===== config.mk =====
export PLATFORM = sky130hd
export DESIGN_NAME = rp_scope_axi_wr_arb
export DESIGN_NICKNAME = d
export VERILOG_FILES = /design/src/rtl/rp_axi_arb_pkg.sv /design/src/rtl/rp_id_fifo.sv /design/src/rtl/rp_scope_axi_wr_arb.sv
export SDC_FILE = /design/constraint.sdc
export NUM_CORES = 1
export LEC_CHECK = 0
export ABC_CLOCK_PERIOD_IN_PS = 4700
export CORE_AREA = 8 8 215 217
export CTS_BUF_LIST = sky130_fd_sc_hd__clkbuf_4
export CTS_CLUSTER_SIZE = 14
export DETAILED_ROUTE_END_ITERATION = 7
export DIE_AREA = 0 0 223 225
export GPL_TIMING_DRIVEN = 1
export SETUP_SLACK_MARGIN = 0.5
export SLEW_MARGIN = 20
export SYNTH_ARGS = -nofsm -noshare
export SYNTH_HDL_FRONTEND = slang
export SYNTH_SLANG_ARGS = --single-unit

===== constraint.sdc =====
create_clock -name axi_clk_i -period 4.7 [get_ports axi_clk_i]
set_clock_uncertainty 0.15 [all_clocks]
set_input_delay 0.94 -clock axi_clk_i [delete_from_list [all_inputs] [get_ports axi_clk_i]]
set_output_delay 0.94 -clock axi_clk_i [all_outputs]
set_load 0.05 [all_outputs]

===== src/rtl/rp_axi_arb_pkg.sv =====
// rtl/rp_axi_arb_pkg.sv - shared types and round-robin pick for the scope AXI write arbiter
package rp_axi_arb_pkg;

    typedef enum logic [1:0] {IDLE, ADDR, DATA} state_t;

    localparam logic [1:0] BRESP_OKAY = 2'b00;
    localparam int         MAX_CH     = 4;

    // First requester at or above ptr, wrapping; unused upper request bits must be zero.
    function automatic logic [1:0] rr_pick(input logic [MAX_CH-1:0] req, input logic [1:0] ptr);
        logic [1:0] idx;
        rr_pick = ptr;
        for (int i = MAX_CH - 1; i >= 0; i--) begin
            idx = ptr + 2'(i);
            if (req[idx]) rr_pick = idx;
        end
    endfunction

endpackage


===== src/rtl/rp_id_fifo.sv =====
// rtl/rp_id_fifo.sv - small sync FIFO of channel ids awaiting a B response
module rp_id_fifo #(
    parameter int DEPTH = 4,
    parameter int W     = 2
) (
    input  logic         clk,
    input  logic         rst,
    input  logic         push,
    input  logic [W-1:0] push_data,
    input  logic         pop,
    output logic [W-1:0] pop_data,
    output logic         full,
    output logic         empty
);
    localparam int PW = $clog2(DEPTH);

    logic [W-1:0]  mem [DEPTH];
    logic [PW-1:0] wr_ptr;
    logic [PW-1:0] rd_ptr;
    logic [PW:0]   count;
    logic          do_push;
    logic          do_pop;

    assign do_push  = push && !full;
    assign do_pop   = pop && !empty;
    assign full     = (count == (PW+1)'(DEPTH));
    assign empty    = (count == '0);
    assign pop_data = mem[rd_ptr];

    always_ff @(posedge clk) begin
        if (rst) begin
            wr_ptr <= '0;
            rd_ptr <= '0;
            count  <= '0;
        end else begin
            if (do_push) begin
                mem[wr_ptr] <= push_data;
                wr_ptr      <= wr_ptr + 1'b1;
            end
            if (do_pop) rd_ptr <= rd_ptr + 1'b1;
            case ({do_push, do_pop})
                2'b10:   count <= count + 1'b1;
                2'b01:   count <= count - 1'b1;
                default: count <= count;
            endcase
        end
    end

endmodule


===== src/rtl/rp_scope_axi_wr_arb.sv =====
// rtl/rp_scope_axi_wr_arb.sv - round-robin arbiter sharing one AXI3 write port among scope channels
module rp_scope_axi_wr_arb
    import rp_axi_arb_pkg::*;
#(
    parameter int NUM_CH    = 4,
    parameter int AW        = 32,
    parameter int DW        = 64,
    parameter int LEN_W     = 4,
    parameter int MAX_OUTST = 4
) (
    input  logic                    axi_clk_i,
    input  logic                    axi_rst_i,
    input  logic [NUM_CH-1:0]       req_i,
    input  logic [NUM_CH*AW-1:0]    req_addr_i,
    input  logic [NUM_CH*LEN_W-1:0] req_len_i,
    output logic [NUM_CH-1:0]       gnt_o,
    input  logic [NUM_CH*DW-1:0]    ch_dat_i,
    input  logic [NUM_CH*DW/8-1:0]  ch_strb_i,
    output logic [NUM_CH-1:0]       ch_rd_o,
    output logic [NUM_CH-1:0]       done_o,
    output logic [NUM_CH-1:0]       err_o,
    output logic                    busy_o,
    output logic [AW-1:0]           axi_awaddr_o,
    output logic [LEN_W-1:0]        axi_awlen_o,
    output logic                    axi_awvalid_o,
    input  logic                    axi_awready_i,
    output logic [DW-1:0]           axi_wdata_o,
    output logic [DW/8-1:0]         axi_wstrb_o,
    output logic                    axi_wlast_o,
    output logic                    axi_wvalid_o,
    input  logic                    axi_wready_i,
    input  logic                    axi_bvalid_i,
    input  logic [1:0]              axi_bresp_i,
    output logic                    axi_bready_o
);
    localparam int IDW = (NUM_CH > 1) ? $clog2(NUM_CH) : 1;

    state_t            state, state_nxt;
    logic [1:0]        id, rr_ptr, pick, b_id;
    logic [IDW-1:0]    b_id_raw;
    logic [AW-1:0]     addr_q;
    logic [LEN_W-1:0]  len_q, cnt;
    logic [MAX_CH-1:0] req_pad, gnt4, rd4, done4, err4;
    logic              fifo_full, fifo_empty, aw_hs, w_hs, b_hs, last, start;

    logic [AW-1:0]     addr_arr [MAX_CH];
    logic [LEN_W-1:0]  len_arr  [MAX_CH];
    logic [DW-1:0]     dat_arr  [MAX_CH];
    logic [DW/8-1:0]   strb_arr [MAX_CH];

    // Pad to MAX_CH so the arbiter and muxes see a fixed 2-bit channel index.
    for (genvar c = 0; c < MAX_CH; c++) begin : g_unpack
        if (c < NUM_CH) begin : g_live
            assign req_pad[c]  = req_i[c];
            assign addr_arr[c] = req_addr_i[c*AW +: AW];
            assign len_arr[c]  = req_len_i[c*LEN_W +: LEN_W];
            assign dat_arr[c]  = ch_dat_i[c*DW +: DW];
            assign strb_arr[c] = ch_strb_i[c*(DW/8) +: DW/8];
        end else begin : g_pad
            assign req_pad[c]  = 1'b0;
            assign addr_arr[c] = '0;
            assign len_arr[c]  = '0;
            assign dat_arr[c]  = '0;
            assign strb_arr[c] = '0;
        end
    end

    assign pick  = rr_pick(req_pad, rr_ptr);
    assign start = (state == IDLE) && (|req_pad) && !fifo_full;
    assign aw_hs = (state == ADDR) && axi_awready_i;
    assign w_hs  = (state == DATA) && axi_wready_i;
    assign last  = (cnt == len_q);
    assign b_hs  = axi_bvalid_i && !fifo_empty;
    assign b_id  = 2'(b_id_raw);

    rp_id_fifo #(.DEPTH(MAX_OUTST), .W(IDW)) u_id_fifo (
        .clk       (axi_clk_i),
        .rst       (axi_rst_i),
        .push      (aw_hs),
        .push_data (id[IDW-1:0]),
        .pop       (b_hs),
        .pop_data  (b_id_raw),
        .full      (fifo_full),
        .empty     (fifo_empty)
    );

    always_ff @(posedge axi_clk_i) begin
        if (axi_rst_i) begin
            state  <= IDLE;
            id     <= '0;
            rr_ptr <= '0;
            addr_q <= '0;
            len_q  <= '0;
            cnt    <= '0;
        end else begin
            state <= state_nxt;
            if (start) begin
                id     <= pick;
                addr_q <= addr_arr[pick];
                len_q  <= len_arr[pick];
            end
            if (aw_hs) cnt <= '0;
            if (w_hs) begin
                cnt <= cnt + 1'b1;
                if (last) rr_ptr <= (id == 2'(NUM_CH - 1)) ? 2'd0 : id + 2'd1;
            end
        end
    end

    always_comb begin
        state_nxt     = state;
        axi_awvalid_o = 1'b0;
        axi_wvalid_o  = 1'b0;
        gnt4          = '0;
        rd4           = '0;
        case (state)
            IDLE: if (start) state_nxt = ADDR;
            ADDR: begin
                axi_awvalid_o = 1'b1;
                if (axi_awready_i) begin
                    gnt4[id]  = 1'b1;
                    state_nxt = DATA;
                end
            end
            DATA: begin
                axi_wvalid_o = 1'b1;
                if (axi_wready_i) begin
                    rd4[id] = 1'b1;
                    if (last) state_nxt = IDLE;
                end
            end
            default: state_nxt = IDLE;
        endcase
    end

    always_comb begin
        done4 = '0;
        err4  = '0;
        if (b_hs) begin
            done4[b_id] = 1'b1;
            err4[b_id]  = (axi_bresp_i != BRESP_OKAY);
        end
    end

    assign gnt_o        = gnt4[NUM_CH-1:0];
    assign ch_rd_o      = rd4[NUM_CH-1:0];
    assign done_o       = done4[NUM_CH-1:0];
    assign err_o        = err4[NUM_CH-1:0];
    assign busy_o       = (state != IDLE) || !fifo_empty;
    assign axi_awaddr_o = addr_q;
    assign axi_awlen_o  = len_q;
    assign axi_wdata_o  = (state == DATA) ? dat_arr[id] : '0;
    assign axi_wstrb_o  = (state == DATA) ? strb_arr[id] : '0;
    assign axi_wlast_o  = (state == DATA) && last;
    assign axi_bready_o = !fifo_empty;

    // A burst must not cross a 4 KB page; payloads hold while the slave stalls.
    logic [31:0] page_end;
    assign page_end = 32'(addr_q[11:0]) + (32'(len_q) + 32'd1) * 32'(DW / 8);

    assert property (@(posedge axi_clk_i) disable iff (axi_rst_i)
        axi_awvalid_o |-> page_end <= 32'd4096);
    assert property (@(posedge axi_clk_i) disable iff (axi_rst_i)
        axi_awvalid_o && !axi_awready_i |=> axi_awvalid_o && $stable(axi_awaddr_o) && $stable(axi_awlen_o));
    assert property (@(posedge axi_clk_i) disable iff (axi_rst_i)
        axi_wvalid_o && !axi_wready_i |=> axi_wvalid_o && $stable(axi_wdata_o) && $stable(axi_wstrb_o) && $stable(axi_wlast_o));
    assert property (@(posedge axi_clk_i) disable iff (axi_rst_i)
        axi_bvalid_i |-> !fifo_empty);

endmodule


==> results.toml, run 1 <==
[outcome]
outcome = "complete, no violations"

[floorplan]
core_area_um2 = 42700
die_area_um2 = 50200
num_rows = 76
initial_utilization_pct = 13.8
fp.dieH_um = 225
io_pins = 572
die_x_um = 223

[drt]
drc = 0
postRouteAntennaNets = 0
num_vias = 6803
via_per_inst = 4.14
drt-pass1-iter-count = 4
wl_per_cell_um = 23.0
drt-initial-drc-count = 197
routed_wl_mm = 37.8

[sta]
final_hold_viol_count = 0
setup_tns_ps = 0
slew_headroom_pct = 43.0
clock.fmax_mhz = 245
period_needed_ps = 4070
finalSetupViolations = 0
worst_pin_slew_ps = 855
rsz0062_at_grt = "false"
period_share_pct = 86.7
maxSlewViolCount = 0

[power_and_ir_drop]
p_switching_mw = 1.19
intPower_mw = 1.66
pwr-share-comb_pct = 61.4
leakage_nw = 4.29
finalPower_mw = 2.85
p_per_area_nw_per_um2 = 230
seqPwrFrac_pct = 25.1
power.share.clock_pct = 13.4
switching_share_pct = 41.8
vdd_drop_max_mv = 0.0858

[logic_synthesis]
synth-main-ff-cell = "dfxtp_1"
synth_cell_types = 38
synth_top_area_share_pct = 28.2
synthAdderAreaFrac_pct = 2.46
synthSimpleGateAreaFrac_pct = 16.6
synth_compound_area_share_pct = 10.4
yosysWarnings = 0
yosysSeqAreaShare_pct = 22.7
muxShareOfSynthArea_pct = 41.1
post_synth_main_area_contributors = "mux4_2, dfxtp_1, mux2i_1"
yosys.area_share.xor_xnor_pct = 1.34
synth-edff-count = 8
yosysTopAreaCell = "mux4_2"
synth_seq_cells = 63
synthCells = 534
synth_top_family_by_area = "multiplexers"
synth_async_sr_flop_share_pct = 0
syn_nets = 988
syn_area_per_cell_um2 = 11.1
syn_area_um2 = 5900

[clock_tree]
cts-resized-gates = 0
clkSinkCount = 63
clkSlewWorstSetupHoldPaths_ps = 110
htreeDepth = 3
clk_path_buf_depth = 2
cts_root_buf = "clkbuf_4"
ctsHoldBuffers = 0
post_cts_buffers = 0
cts_tree = "built"
clkLatencyLatePin_ps = 420
cts_buffers = 9

[grt]
grt_pass1_vias = 7667
grt_usage_pct = 14.3
antenna_found_initial = 15
grt_max_degree = 74
grt_overflow = 0
grt_pass1_wl_mm = 53.2

[placed_design]
dp_hpwl_mm = 32.9
post_dp_cell_area_um2 = 12200
routabilityCongestion = 0.857
portBuffers = 571

[critical_path]
endpoint_kind = "output port"
r2r-start = "u_id_fifo.count[0]"
crit_path_max_fanout = 5
crit_start = "axi_bvalid_i"
critPathKind = "in2out"
startpoint_type = "input port"
cp.required_ps = 3610
crit_arrival_ps = 2980
reg2reg_to = "u_id_fifo.count[2]"
reg2reg_depth = 9
setup.worst_path.end = "err_o[0]"
r2r_setup_slack_ps = 2110

[final_layout]
final_common_cell = "clkdlybuf4s50_1"
drive_above_1_share_pct = 13.2
area_delta_synth_final_pct = 110
stdcell_area_um2 = 12400
register_area_um2 = 1350
multi_input_area_um2 = 4260
fillers = 4456
nets = 1540
layout_common_cells = "clkdlybuf4s50_1, and2_1, mux2i_1"

[hold_path]
hold_path_depth = 2
hold_class = "reg2reg"

[job]
drv_cap = 0
## cell usage after synthesis (2+ instances only)
cell and number:
edfxtp_1 8, xor2_1 3, nor3b_1 3, buf_6 4, o221ai_1 6, clkbuf_1 16
xnor2_1 6, a21oi_1 12, nand4_1 2, buf_8 3, nand2b_1 9, buf_2 19
buf_1 4, mux4_2 74, o21ai_0 5, and2_1 77, dfxtp_1 55, ha_1 10
mux2i_1 75, nor2b_1 2, a31oi_1 2, inv_1 13, nor2_1 26, o221ai_2 30
nor3_1 3, nand2_1 46, and3_1 8, or3_1 3
## worst max-delay path, cell delays in order
cell	delay, ps
clkdlybuf4s50_1	450
nand2_1	160
inv_1	200
o21ai_0	200
nor3_1	200
clkdlybuf4s50_1	840
## sequential cells by signal (all words and copies together), names as in the netlist, named ones only
name / cells
axi_awaddr_o: 32
axi_awlen_o: 4
cnt: 4
id: 2
rr_ptr: 2
state: 2
u_id_fifo.count: 3
u_id_fifo.mem: 8
u_id_fifo.rd_ptr: 2
u_id_fifo.wr_ptr: 2
## cell families (layout without fill, tap and decap cells)
kind of cell / Yosys count / count (layout)
AO/OA/AOI/OAI: 57 / 57
XOR/XNOR: 9 / 9
adder cells (fa/ha/maj): 11 / 11
buffers and inverters: 60 / 617
flip-flops: 63 / 63
multiplexers: 150 / 150
other: 0 / 5
AND/OR/NAND/NOR: 184 / 184
## final cells by class
| class | count | share of cell area [%] |
|---|---|---|
| multi-input combinational | 411 | 34.4 |
| tap | 546 | 5.52 |
| clock buffer | 11 | 0.667 |
| clock inverter | 5 | 0.394 |
| sequential | 63 | 10.9 |
| inverter | 13 | 0.394 |
| timing repair buffer | 588 | 47.6 |
| antenna | 5 | 0.101 |
## stage by stage
step	std cells	hold slack, ps	util (%)	setup slack [ps]
3_3_place_gp	1621	293	28.6	582
6_report	1642	324	29.0	625
2_1_floorplan	534	311	-	1100
5_1_grt	1641	351	29.0	508
4_1_cts	1637	333	29.0	561
3_5_place_dp	1621	300	28.6	573
## power groups by stage
stage / logic [mW] / registers, mW / clock network, mW
2_1_floorplan: 0.809 / 0.900 / 0
5_1_grt: 1.85 / 0.732 / 0.435
3_5_place_dp: 1.77 / 0.731 / 0
4_1_cts: 1.78 / 0.719 / 0.413
3_3_place_gp: 1.76 / 0.728 / 0
6_report: 1.75 / 0.716 / 0.382
## per-layer routing
| metal | part of all wire [%] | track usage (%) |
|---|---|---|
| met3 | 6.2 | 3.47 |
| met4 | 2.1 | 3.72 |
| met1 | 38 | 15.5 |
| met5 | 0 | 0 |
| met2 | 54 | 27.3 |
## worst min path at each step
stage	from	to	slack, ps
2_1_floorplan	u_id_fifo.count[2]	u_id_fifo.count[2]	310
3_3_place_gp	axi_awaddr_o[6]	axi_awaddr_o[6]	290
3_5_place_dp	axi_awaddr_o[28]	axi_awaddr_o[28]	300
4_1_cts	axi_awaddr_o[30]	axi_awaddr_o[30]	330
5_1_grt	axi_awaddr_o[12]	axi_awaddr_o[12]	350
6_report	axi_awaddr_o[4]	axi_awaddr_o[4]	320
No activity file was read; power rests on OpenSTA's default activity.
==> run 2: changes to the inputs <==
GPL_TIMING_DRIVEN = default   (was 1)
==> results of run 2 <==
No change in the layout: final DEF, timing and power equal those of run 1.
